--- src/rtl/mips_ctrl_pkg.sv ---
// Shared constants for the multicycle MIPS main controller: state encodings,
// opcodes, ALUOp codes (also consumed by ALU_Decoder) and the control vector.
package mips_ctrl_pkg;

  localparam int OP_W    = 6;
  localparam int ALUOP_W = 3;
  localparam int STATE_W = 4;

  typedef logic [STATE_W-1:0] state_t;

  localparam state_t S_FETCH   = 4'd0;
  localparam state_t S_DECODE  = 4'd1;
  localparam state_t S_MEMADR  = 4'd2;
  localparam state_t S_MEMRD   = 4'd3;
  localparam state_t S_MEMWB   = 4'd4;
  localparam state_t S_MEMWR   = 4'd5;
  localparam state_t S_EXECUTE = 4'd6;
  localparam state_t S_ALUWB   = 4'd7;
  localparam state_t S_BEQ     = 4'd8;
  localparam state_t S_BNE     = 4'd9;
  localparam state_t S_ADDIEX  = 4'd10;
  localparam state_t S_ORIEX   = 4'd11;
  localparam state_t S_IMMWB   = 4'd12;
  localparam state_t S_JUMP    = 4'd13;

  localparam logic [OP_W-1:0] OP_RTYPE = 6'b000000;
  localparam logic [OP_W-1:0] OP_LW    = 6'b100011;
  localparam logic [OP_W-1:0] OP_SW    = 6'b101011;
  localparam logic [OP_W-1:0] OP_BEQ   = 6'b000100;
  localparam logic [OP_W-1:0] OP_BNE   = 6'b000101;
  localparam logic [OP_W-1:0] OP_ADDI  = 6'b001000;
  localparam logic [OP_W-1:0] OP_ORI   = 6'b001101;
  localparam logic [OP_W-1:0] OP_J     = 6'b000010;

  localparam logic [ALUOP_W-1:0] ALUOP_ADD   = 3'b000;
  localparam logic [ALUOP_W-1:0] ALUOP_BEQ   = 3'b001;
  localparam logic [ALUOP_W-1:0] ALUOP_FUNCT = 3'b010;
  localparam logic [ALUOP_W-1:0] ALUOP_ORI   = 3'b011;
  localparam logic [ALUOP_W-1:0] ALUOP_BNE   = 3'b100;

  localparam logic [1:0] SRCB_RT      = 2'b00;
  localparam logic [1:0] SRCB_FOUR    = 2'b01;
  localparam logic [1:0] SRCB_IMM     = 2'b10;
  localparam logic [1:0] SRCB_IMM_SH2 = 2'b11;

  localparam logic [1:0] PCSRC_ALU    = 2'b00;
  localparam logic [1:0] PCSRC_ALUOUT = 2'b01;
  localparam logic [1:0] PCSRC_JUMP   = 2'b10;

  typedef struct packed {
    logic               mem_write;
    logic               ir_write;
    logic               iord;
    logic               pc_write;
    logic               branch;
    logic               branch_ne;
    logic               reg_write;
    logic               reg_dst;
    logic               mem_to_reg;
    logic               alu_src_a;
    logic [1:0]         alu_src_b;
    logic [1:0]         pc_src;
    logic [ALUOP_W-1:0] alu_op;
    logic               illegal_op;
  } ctrl_t;

  // First state after DECODE for a given opcode; FETCH marks an unsupported opcode.
  function automatic state_t dispatch_state(input logic [OP_W-1:0] op);
    state_t s;
    case (op)
      OP_LW, OP_SW: s = S_MEMADR;
      OP_RTYPE:     s = S_EXECUTE;
      OP_BEQ:       s = S_BEQ;
      OP_BNE:       s = S_BNE;
      OP_ADDI:      s = S_ADDIEX;
      OP_ORI:       s = S_ORIEX;
      OP_J:         s = S_JUMP;
      default:      s = S_FETCH;
    endcase
    return s;
  endfunction

  function automatic logic op_supported(input logic [OP_W-1:0] op);
    return dispatch_state(op) != S_FETCH;
  endfunction

endpackage

--- src/rtl/main_control_fsm_if.sv ---
// Controller <-> datapath/memory bundle: opcode and mem_ready in, control strobes
// and mux selects out. master = controller side, slave = datapath side.
interface main_control_fsm_if;
  import mips_ctrl_pkg::*;

  logic [OP_W-1:0]    opcode;
  logic               mem_ready;
  logic               MemWrite;
  logic               IRWrite;
  logic               IorD;
  logic               PCWrite;
  logic               Branch;
  logic               BranchNE;
  logic               RegWrite;
  logic               RegDst;
  logic               MemtoReg;
  logic               ALUSrcA;
  logic [1:0]         ALUSrcB;
  logic [1:0]         PCSrc;
  logic [ALUOP_W-1:0] ALUOp;
  logic               illegal_op;

  modport master (
    input  opcode, mem_ready,
    output MemWrite, IRWrite, IorD, PCWrite, Branch, BranchNE, RegWrite,
           RegDst, MemtoReg, ALUSrcA, ALUSrcB, PCSrc, ALUOp, illegal_op
  );

  modport slave (
    output opcode, mem_ready,
    input  MemWrite, IRWrite, IorD, PCWrite, Branch, BranchNE, RegWrite,
           RegDst, MemtoReg, ALUSrcA, ALUSrcB, PCSrc, ALUOp, illegal_op
  );

endinterface

--- src/rtl/main_ctrl_out_decode.sv ---
// Output decode of the main controller: current state -> control vector.
// Only FETCH (mem_ready handshake) and DECODE (illegal opcode flag) look at inputs.
module main_ctrl_out_decode
  import mips_ctrl_pkg::*;
(
  input  state_t          state,
  input  logic [OP_W-1:0] opcode,
  input  logic            mem_ready,
  output ctrl_t           ctrl
);

  always_comb begin
    ctrl = '0;
    case (state)
      S_FETCH: begin
        ctrl.iord      = 1'b0;
        ctrl.alu_src_a = 1'b0;
        ctrl.alu_src_b = SRCB_FOUR;
        ctrl.alu_op    = ALUOP_ADD;
        ctrl.ir_write  = mem_ready;
        ctrl.pc_write  = mem_ready;
      end
      S_DECODE: begin
        ctrl.alu_src_a  = 1'b0;
        ctrl.alu_src_b  = SRCB_IMM_SH2;
        ctrl.alu_op     = ALUOP_ADD;
        ctrl.illegal_op = ~op_supported(opcode);
      end
      S_MEMADR, S_ADDIEX: begin
        ctrl.alu_src_a = 1'b1;
        ctrl.alu_src_b = SRCB_IMM;
        ctrl.alu_op    = ALUOP_ADD;
      end
      S_MEMRD: begin
        ctrl.iord = 1'b1;
      end
      S_MEMWB: begin
        ctrl.reg_dst    = 1'b0;
        ctrl.mem_to_reg = 1'b1;
        ctrl.reg_write  = 1'b1;
      end
      S_MEMWR: begin
        // Write strobe is held for the whole wait so the memory sees a stable request.
        ctrl.iord      = 1'b1;
        ctrl.mem_write = 1'b1;
      end
      S_EXECUTE: begin
        ctrl.alu_src_a = 1'b1;
        ctrl.alu_src_b = SRCB_RT;
        ctrl.alu_op    = ALUOP_FUNCT;
      end
      S_ALUWB: begin
        ctrl.reg_dst    = 1'b1;
        ctrl.mem_to_reg = 1'b0;
        ctrl.reg_write  = 1'b1;
      end
      S_BEQ: begin
        ctrl.alu_src_a = 1'b1;
        ctrl.alu_src_b = SRCB_RT;
        ctrl.alu_op    = ALUOP_BEQ;
        ctrl.pc_src    = PCSRC_ALUOUT;
        ctrl.branch    = 1'b1;
      end
      S_BNE: begin
        ctrl.alu_src_a = 1'b1;
        ctrl.alu_src_b = SRCB_RT;
        ctrl.alu_op    = ALUOP_BNE;
        ctrl.pc_src    = PCSRC_ALUOUT;
        ctrl.branch_ne = 1'b1;
      end
      S_ORIEX: begin
        ctrl.alu_src_a = 1'b1;
        ctrl.alu_src_b = SRCB_IMM;
        ctrl.alu_op    = ALUOP_ORI;
      end
      S_IMMWB: begin
        ctrl.reg_dst    = 1'b0;
        ctrl.mem_to_reg = 1'b0;
        ctrl.reg_write  = 1'b1;
      end
      S_JUMP: begin
        ctrl.pc_src   = PCSRC_JUMP;
        ctrl.pc_write = 1'b1;
      end
      default: ctrl = '0;
    endcase
  end

endmodule

--- src/rtl/main_control_fsm.sv ---
// Multicycle MIPS main controller: state register and next-state logic; the
// per-state control outputs come from main_ctrl_out_decode.
module main_control_fsm
  import mips_ctrl_pkg::*;
(
  input  logic               clk,
  input  logic               reset,
  main_control_fsm_if.master bus
);

  state_t state_reg;
  state_t state_next;
  ctrl_t  ctrl;

  // Asynchronous clear abandons any in-flight instruction, including a pending store.
  always_ff @(posedge clk or negedge reset) begin
    if (!reset) begin
      state_reg <= S_FETCH;
    end else begin
      state_reg <= state_next;
    end
  end

  always_comb begin
    state_next = S_FETCH;
    case (state_reg)
      S_FETCH:   state_next = bus.mem_ready ? S_DECODE : S_FETCH;
      S_DECODE:  state_next = dispatch_state(bus.opcode);
      S_MEMADR:  state_next = (bus.opcode == OP_LW) ? S_MEMRD : S_MEMWR;
      S_MEMRD:   state_next = bus.mem_ready ? S_MEMWB : S_MEMRD;
      S_MEMWR:   state_next = bus.mem_ready ? S_FETCH : S_MEMWR;
      S_EXECUTE: state_next = S_ALUWB;
      S_ADDIEX:  state_next = S_IMMWB;
      S_ORIEX:   state_next = S_IMMWB;
      // Writeback, branch, jump and unused encodings all return to FETCH.
      default:   state_next = S_FETCH;
    endcase
  end

  main_ctrl_out_decode u_out_decode (
    .state     (state_reg),
    .opcode    (bus.opcode),
    .mem_ready (bus.mem_ready),
    .ctrl      (ctrl)
  );

  assign bus.MemWrite   = ctrl.mem_write;
  assign bus.IRWrite    = ctrl.ir_write;
  assign bus.IorD       = ctrl.iord;
  assign bus.PCWrite    = ctrl.pc_write;
  assign bus.Branch     = ctrl.branch;
  assign bus.BranchNE   = ctrl.branch_ne;
  assign bus.RegWrite   = ctrl.reg_write;
  assign bus.RegDst     = ctrl.reg_dst;
  assign bus.MemtoReg   = ctrl.mem_to_reg;
  assign bus.ALUSrcA    = ctrl.alu_src_a;
  assign bus.ALUSrcB    = ctrl.alu_src_b;
  assign bus.PCSrc      = ctrl.pc_src;
  assign bus.ALUOp      = ctrl.alu_op;
  assign bus.illegal_op = ctrl.illegal_op;

endmodule

--- src/flat_wrapper.sv ---
// flat-port wrapper written by rule: the top's interface ports become plain ports
module main_control_fsm_flat import mips_ctrl_pkg::*;
  (clk, reset, bus_opcode, bus_mem_ready, bus_MemWrite, bus_IRWrite, bus_IorD, bus_PCWrite, bus_Branch, bus_BranchNE, bus_RegWrite, bus_RegDst, bus_MemtoReg, bus_ALUSrcA, bus_ALUSrcB, bus_PCSrc, bus_ALUOp, bus_illegal_op);
  main_control_fsm_if bus_i ();
  input  logic clk;
  input  logic reset;
  input wire logic [$bits(bus_i.opcode)-1:0] bus_opcode;
  input wire logic [$bits(bus_i.mem_ready)-1:0] bus_mem_ready;
  output wire logic [$bits(bus_i.MemWrite)-1:0] bus_MemWrite;
  output wire logic [$bits(bus_i.IRWrite)-1:0] bus_IRWrite;
  output wire logic [$bits(bus_i.IorD)-1:0] bus_IorD;
  output wire logic [$bits(bus_i.PCWrite)-1:0] bus_PCWrite;
  output wire logic [$bits(bus_i.Branch)-1:0] bus_Branch;
  output wire logic [$bits(bus_i.BranchNE)-1:0] bus_BranchNE;
  output wire logic [$bits(bus_i.RegWrite)-1:0] bus_RegWrite;
  output wire logic [$bits(bus_i.RegDst)-1:0] bus_RegDst;
  output wire logic [$bits(bus_i.MemtoReg)-1:0] bus_MemtoReg;
  output wire logic [$bits(bus_i.ALUSrcA)-1:0] bus_ALUSrcA;
  output wire logic [$bits(bus_i.ALUSrcB)-1:0] bus_ALUSrcB;
  output wire logic [$bits(bus_i.PCSrc)-1:0] bus_PCSrc;
  output wire logic [$bits(bus_i.ALUOp)-1:0] bus_ALUOp;
  output wire logic [$bits(bus_i.illegal_op)-1:0] bus_illegal_op;
  assign bus_i.opcode = bus_opcode;
  assign bus_i.mem_ready = bus_mem_ready;
  assign bus_MemWrite = bus_i.MemWrite;
  assign bus_IRWrite = bus_i.IRWrite;
  assign bus_IorD = bus_i.IorD;
  assign bus_PCWrite = bus_i.PCWrite;
  assign bus_Branch = bus_i.Branch;
  assign bus_BranchNE = bus_i.BranchNE;
  assign bus_RegWrite = bus_i.RegWrite;
  assign bus_RegDst = bus_i.RegDst;
  assign bus_MemtoReg = bus_i.MemtoReg;
  assign bus_ALUSrcA = bus_i.ALUSrcA;
  assign bus_ALUSrcB = bus_i.ALUSrcB;
  assign bus_PCSrc = bus_i.PCSrc;
  assign bus_ALUOp = bus_i.ALUOp;
  assign bus_illegal_op = bus_i.illegal_op;
  main_control_fsm u_core (.clk(clk), .reset(reset), .bus(bus_i));
endmodule
--- config.mk ---
export PLATFORM = sky130hd
export DESIGN_NAME = main_control_fsm_flat
export DESIGN_NICKNAME = d
export VERILOG_FILES = /design/src/rtl/mips_ctrl_pkg.sv /design/src/rtl/main_control_fsm_if.sv /design/src/rtl/main_ctrl_out_decode.sv /design/src/rtl/main_control_fsm.sv /design/src/flat_wrapper.sv
export SDC_FILE = /design/constraint.sdc
export NUM_CORES = 1
export LEC_CHECK = 0
export BUFFER_PORTS_ARGS = -buffer_cell sky130_fd_sc_hd__buf_4
export CORE_MARGIN = 2
export CORE_UTILIZATION = 35
export DETAILED_ROUTE_END_ITERATION = 10
export GPL_TIMING_DRIVEN = 0
export PLACE_DENSITY = 0.71
export SYNTH_ARGS = -nofsm -noshare
export SYNTH_HDL_FRONTEND = slang
export SYNTH_HIERARCHICAL = 1
export SYNTH_SLANG_ARGS = --single-unit
--- constraint.sdc ---
create_clock -name clk -period 3.7 [get_ports clk]
set_clock_uncertainty 0.15 [all_clocks]
set_input_delay 0.925 -clock clk [delete_from_list [all_inputs] [get_ports clk]]
set_output_delay 0.925 -clock clk [all_outputs]
set_load 0.01 [all_outputs]
Word-level counts from Yosys, hierarchy flattened

Index checks and enable logic that the tools add are counted.

Register bits: 4
Input bits: 9
Word-level logic and storage cells: 49

Equality and inequality tests: 20
Muxes and demuxes: 18
Bitwise gates (word level): 1
Reductions and logical operators: 9

Operator list:

| cell                 | number |
|---|---|
| $pmux W4 S7          | 2 |
| $eq A4 B4 Y1 const B | 6 |
| $pmux W3 S4          | 2 |
| $eq A4 B3 Y1 const B | 4 |
| $eq A6 B3 Y1 const B | 2 |
| $eq A6 B4 Y1 const B | 2 |
| $eq A6 B6 Y1 const B | 2 |
| $mux W3              | 3 |
| $pmux W3 S3          | 1 |
| $eq A4 B2 Y1 const B | 2 |
| $reduce_or A2 Y1     | 4 |
| $mux W1              | 7 |
| $eq A6 B2 Y1 const B | 1 |
| $logic_not A6 Y1     | 1 |
| $reduce_or A3 Y1     | 2 |
| $eq A4 B1 Y1 const B | 1 |
| $logic_not A4 Y1     | 1 |
| $mux W4              | 1 |
| $pmux W2 S2          | 1 |
| $reduce_bool A4 Y1   | 1 |
| $pmux W1 S2          | 1 |
| $not A1 Y1           | 1 |

Longest topological paths before layout

Word-level depth: 7
Gate-level depth with buffers: 5
Depth with buffers taken out: 4

By module

Netlist, hierarchy kept.

By module, submodules not included:

| module               | instances | cells an instance | area each (um2) | sequential area each (um2) |
|---|---|---|---|---|
| main_control_fsm     | 1         | 45                | 389.1           | 100.1 |
| main_ctrl_out_decode | 1         | 44                | 335.3           | 0.0 |

Worst setup path after synthesis

OpenSTA, ideal clock, no wires.

Path type: in2out
Start point: in bus_opcode[2]
End point: out bus_illegal_op
Arrival time: 1.469 ns
Required time: 2.625 ns
Setup slack: 1.156 ns
Stages: 3
Buffers on the path: 0
Path through: maj3_2 -> nor4_2 -> a311oi_2

Longest elaborated chain between the ends: 7
Elaborated cells on any way between the ends: 14

Ends and longest elaborated chain:

| item                 | line                       | source |
|---|---|---|
| start: declaration   | flat_wrapper.sv:7          | `input wire logic [$bits(bus_i.opcode)-1:0] bus_opcode;` |
| $eq A6 B6 Y1         | mips_ctrl_pkg.sv:70        | `case (op)` |
| $reduce_or A2 Y1     | mips_ctrl_pkg.sv:70        |  |
| $pmux W4 S7 *        | mips_ctrl_pkg.sv:70        |  |
| $mux W4 *            | main_ctrl_out_decode.sv:14 | `case (state)` |
| $reduce_bool A4 Y1 * | mips_ctrl_pkg.sv:84        | `return dispatch_state(op) != S_FETCH;` |
| $not A1 Y1 *         | main_ctrl_out_decode.sv:27 | `ctrl.illegal_op = ~op_supported(opcode);` |
| $mux W1 *            | main_ctrl_out_decode.sv:14 |  |
| end: declaration     | flat_wrapper.sv:22         | `output wire logic [$bits(bus_i.illegal_op)-1:0] bus_illegal_op;` |

Mark *: on every way between the ends. The rest lies on a longest branch, timed or not. The select of a mux whose other input is x is not followed.

Final worst setup path

Start point: in bus_opcode[1]
End point: out bus_illegal_op

Same word-level chain as after synthesis.

==> out/metrics.csv <==
stage,metric,value,unit
outcome,outcome,"finished, final reports clean",
cells_and_area,max reg flops,4,
logic_synthesis,Synth Instances,89,
route,Vias,731,
clocking,post-CTS setup buffer count,0,
logic_synthesis,Synth area leaders,"dfrtp_1 14%, nand2b_4 7.6%, buf_6 6.2%, nor2_1 5.2%, nand2b_1 4.3%",
floorplan,Cell Rows,16,
place,DP Worst Slack,846,ps
setup_path,Setup CP Type,input port to output port,
logic_synthesis,top-area cell type share of the netlist area,0.138,
timing,fin worst setup slack,849,ps
setup_path,flop2flop setup slack,1950,ps
cells_and_area,Nets,129,
timing,Worst slew margin,0.759,
cells_and_area,Area Growth Syn to Fin,34.7,%
floorplan,Core Region,1960,um^2
timing,setup_tns,0,ps
place,HPWL after detailed placement,1.24,mm
clocking,"CTS clk-pin slew, worst paths",40,ps
timing,"Setup violations, final",0,
logic_synthesis,"Net Count, Synth",98,
cells_and_area,# fillers,202,
timing,Fmax achieved,351,MHz
worst_hold_path,worst min path class,input port to async pin,
logic_synthesis,Netlist Area Pre-Place,724,um^2
place,Placer Congestion,0.792,
floorplan,die area,2450,um^2
setup_path,max incr delay on CP,310,ps
grt,initial antenna violation count,0,
setup_path,CP required,2620,ps
cells_and_area,"commonest cells after routing, fill and taps aside","29 x buf_4, 10 x nor2_1, 6 x nor3_1, 5 x nand2b_1",
logic_synthesis,post-synth top area cell,dfrtp_1,
clocking,PostCTS Resize Cnt,0,
place,Buffers on Ports,26,
cells_and_area,layout cells sized above 1,0.424,
grt,first-pass GRT wire length,2.66,mm
clocking,clk buf depth,2,
floorplan,die height,49.5,um
clocking,CTS Hold Buffers Added,0,
setup_path,Critical Path Start,bus_opcode[1],
logic_synthesis,register area share after synthesis,0.138,
route,Final ANT Viol Nets,0,
setup_path,CP max-delay cell,maj3_2,
timing,Final Hold Violating Endpoints,0,
power,total power density per cell area,244,nW/um^2
setup_path,crit path cell chain,buf_4 -> maj3_2 -> nor4_2 -> a311oi_2 -> buf_4,
cells_and_area,# diodes,0,
setup_path,"most used cell, CP",buf_4,
cells_and_area,"non-filler cells, final",145,
clocking,later-pin clock latency in the skew report,250,ps
setup_path,reg2reg path depth,3,
route,first-iteration detailed-routing DRC count,11,
power,VDD IR max,0.000170,V
logic_synthesis,main flop type after synthesis,dfrtp_1,
setup_path,Critical Path End,bus_illegal_op,
cells_and_area,"most common cell after layout, fill and taps aside",buf_4,
route,Detailed Routing Iterations Pass 1,4,
logic_synthesis,Yosys cell types,42,
grt,gr usage total,0.140,
timing,worst slew pin tran,357,ps
timing,max-slew violation count,0,
logic_synthesis,Synth async-reset ratio,1.00,
setup_path,r2r startpoint,u_core/state_reg[1],
route,wire length per cell,10.8,um
timing,post-route minimum period,2850,ps
place,Placed Instances,142,
setup_path,crit path capture type,output port,
grt,largest net degree at the start of global routing,11,
floorplan,Initial Util,0.369,
clocking,clk root buf,clkbuf_4,
timing,hold_ws,312,ps
run,Max-cap violations,0,
route,final wirelength,1.57,mm
logic_synthesis,number of synthesized register bits,4,
logic_synthesis,Post-synth EDFFs,0,
logic_synthesis,Mean Syn Cell Area,8.14,um^2
floorplan,Die X,49.5,um
power,Leak Pwr,0.000432,uW
clocking,CTS tree,built,
route,DRC errors left,0,
timing,RSZ-0062 raised after global routing,no,
logic_synthesis,yosys warns,6,
setup_path,worst reg2reg path endpoint,u_core/state_reg[1],
clocking,H-tree Lvls,1,
setup_path,WP data arrival,1780,ps
grt,grt total ovfl,0,
route,vias per inst,5.04,
setup_path,startpoint types,input port,
setup_path,Worst Path Max Fanout,9,
floorplan,I/O Pins,27,
grt,vias in the first global route,601,
clocking,Inserted Clock Buffers,3,
timing,Final period util,0.770,
clocking,Clock Sinks,4,
==> logic make-up after synthesis <==
group	Yosys count	share of synthesized area
and+or+nand+nor	52	0.506
buffers and inverters	9	0.104
DFF	4	0.138
adders and majority gates	1	0.0155
AOI/OAI and AO/OA	18	0.173
xor gates and xnor gates	3	0.0363
muxes	2	0.0276
==> critical path, delay by kind of cell <==
family                     cells  cell delay, ps
adders and majority gates      1             310
buffers and inverters          2             300
and+or+nand+nor                1             160
AOI/OAI and AO/OA              1              80
==> per-layer routing <==
layer / routed length, um / part of all wire / track usage / vias up
met3: 111 / 0.071 / 0.0242 / 3
met5: 0 / 0 / 0 / -
met4: 28 / 0.018 / 0.0833 / 0
met1: 656 / 0.42 / 0.160 / 318
li1: - / - / - / 378
met2: 774 / 0.49 / 0.243 / 32
==> metrics by stage <==
step | area (um^2) | total power (uW) | utilization
detailed placement | 953 | 182 | 0.486
floorplan | 724 | 137 | -
global route | 976 | 255 | 0.497
finish | 976 | 238 | 0.497
CTS | 976 | 242 | 0.497
global placement | 953 | 180 | 0.486
==> where the power goes <==
part           switching [uW]  internal [uW]  total [uW]
Clock                    21.1           36.5        57.6
Combinational            59.5           66.9         126
Sequential               6.91           47.4        54.3
Total                    87.5            151         238
==> synth_stat cells, types with 2 or more instances <==
library cell,count
nor2b_1,3
nor2_1,10
buf_6,4
nor3b_1,2
nand2_1,3
o31ai_1,2
nor3_1,6
dfrtp_1,4
nand2b_4,4
xnor2_1,2
nand2b_1,5
and2_1,2
mux2i_1,2
inv_1,2
o21ai_0,3
buf_4,3
nand3b_1,2
o21ai_1,3
nand3_1,3
a21oi_1,2
==> how the worst min path moves through the flow <==
stage / startpoint / endpoint / slack, ps
2_1_floorplan: u_core/state_reg[3] / u_core/state_reg[0] / 400
3_3_place_gp: u_core/state_reg[3] / u_core/state_reg[0] / 450
3_5_place_dp: u_core/state_reg[3] / u_core/state_reg[0] / 490
5_1_grt: reset / u_core/state_reg[2] / 310
6_report: reset / u_core/state_reg[3] / 310
4_1_cts: reset / u_core/state_reg[3] / 310
==> area by class of cell <==
| cell class | count | area, um^2 | share of cell area |
|---|---|---|---|
| multi-input cells | 76 | 549 | 0.563 |
| plain buffers | 7 | 67.6 | 0.0692 |
| inverters | 2 | 7.51 | 0.00769 |
| well taps | 27 | 33.8 | 0.0346 |
| clock buffers | 3 | 22.5 | 0.0231 |
| flip-flops and latches | 4 | 100 | 0.103 |
| repair buffers | 26 | 195 | 0.200 |
Note: power is estimated with default switching activity, not from simulation.
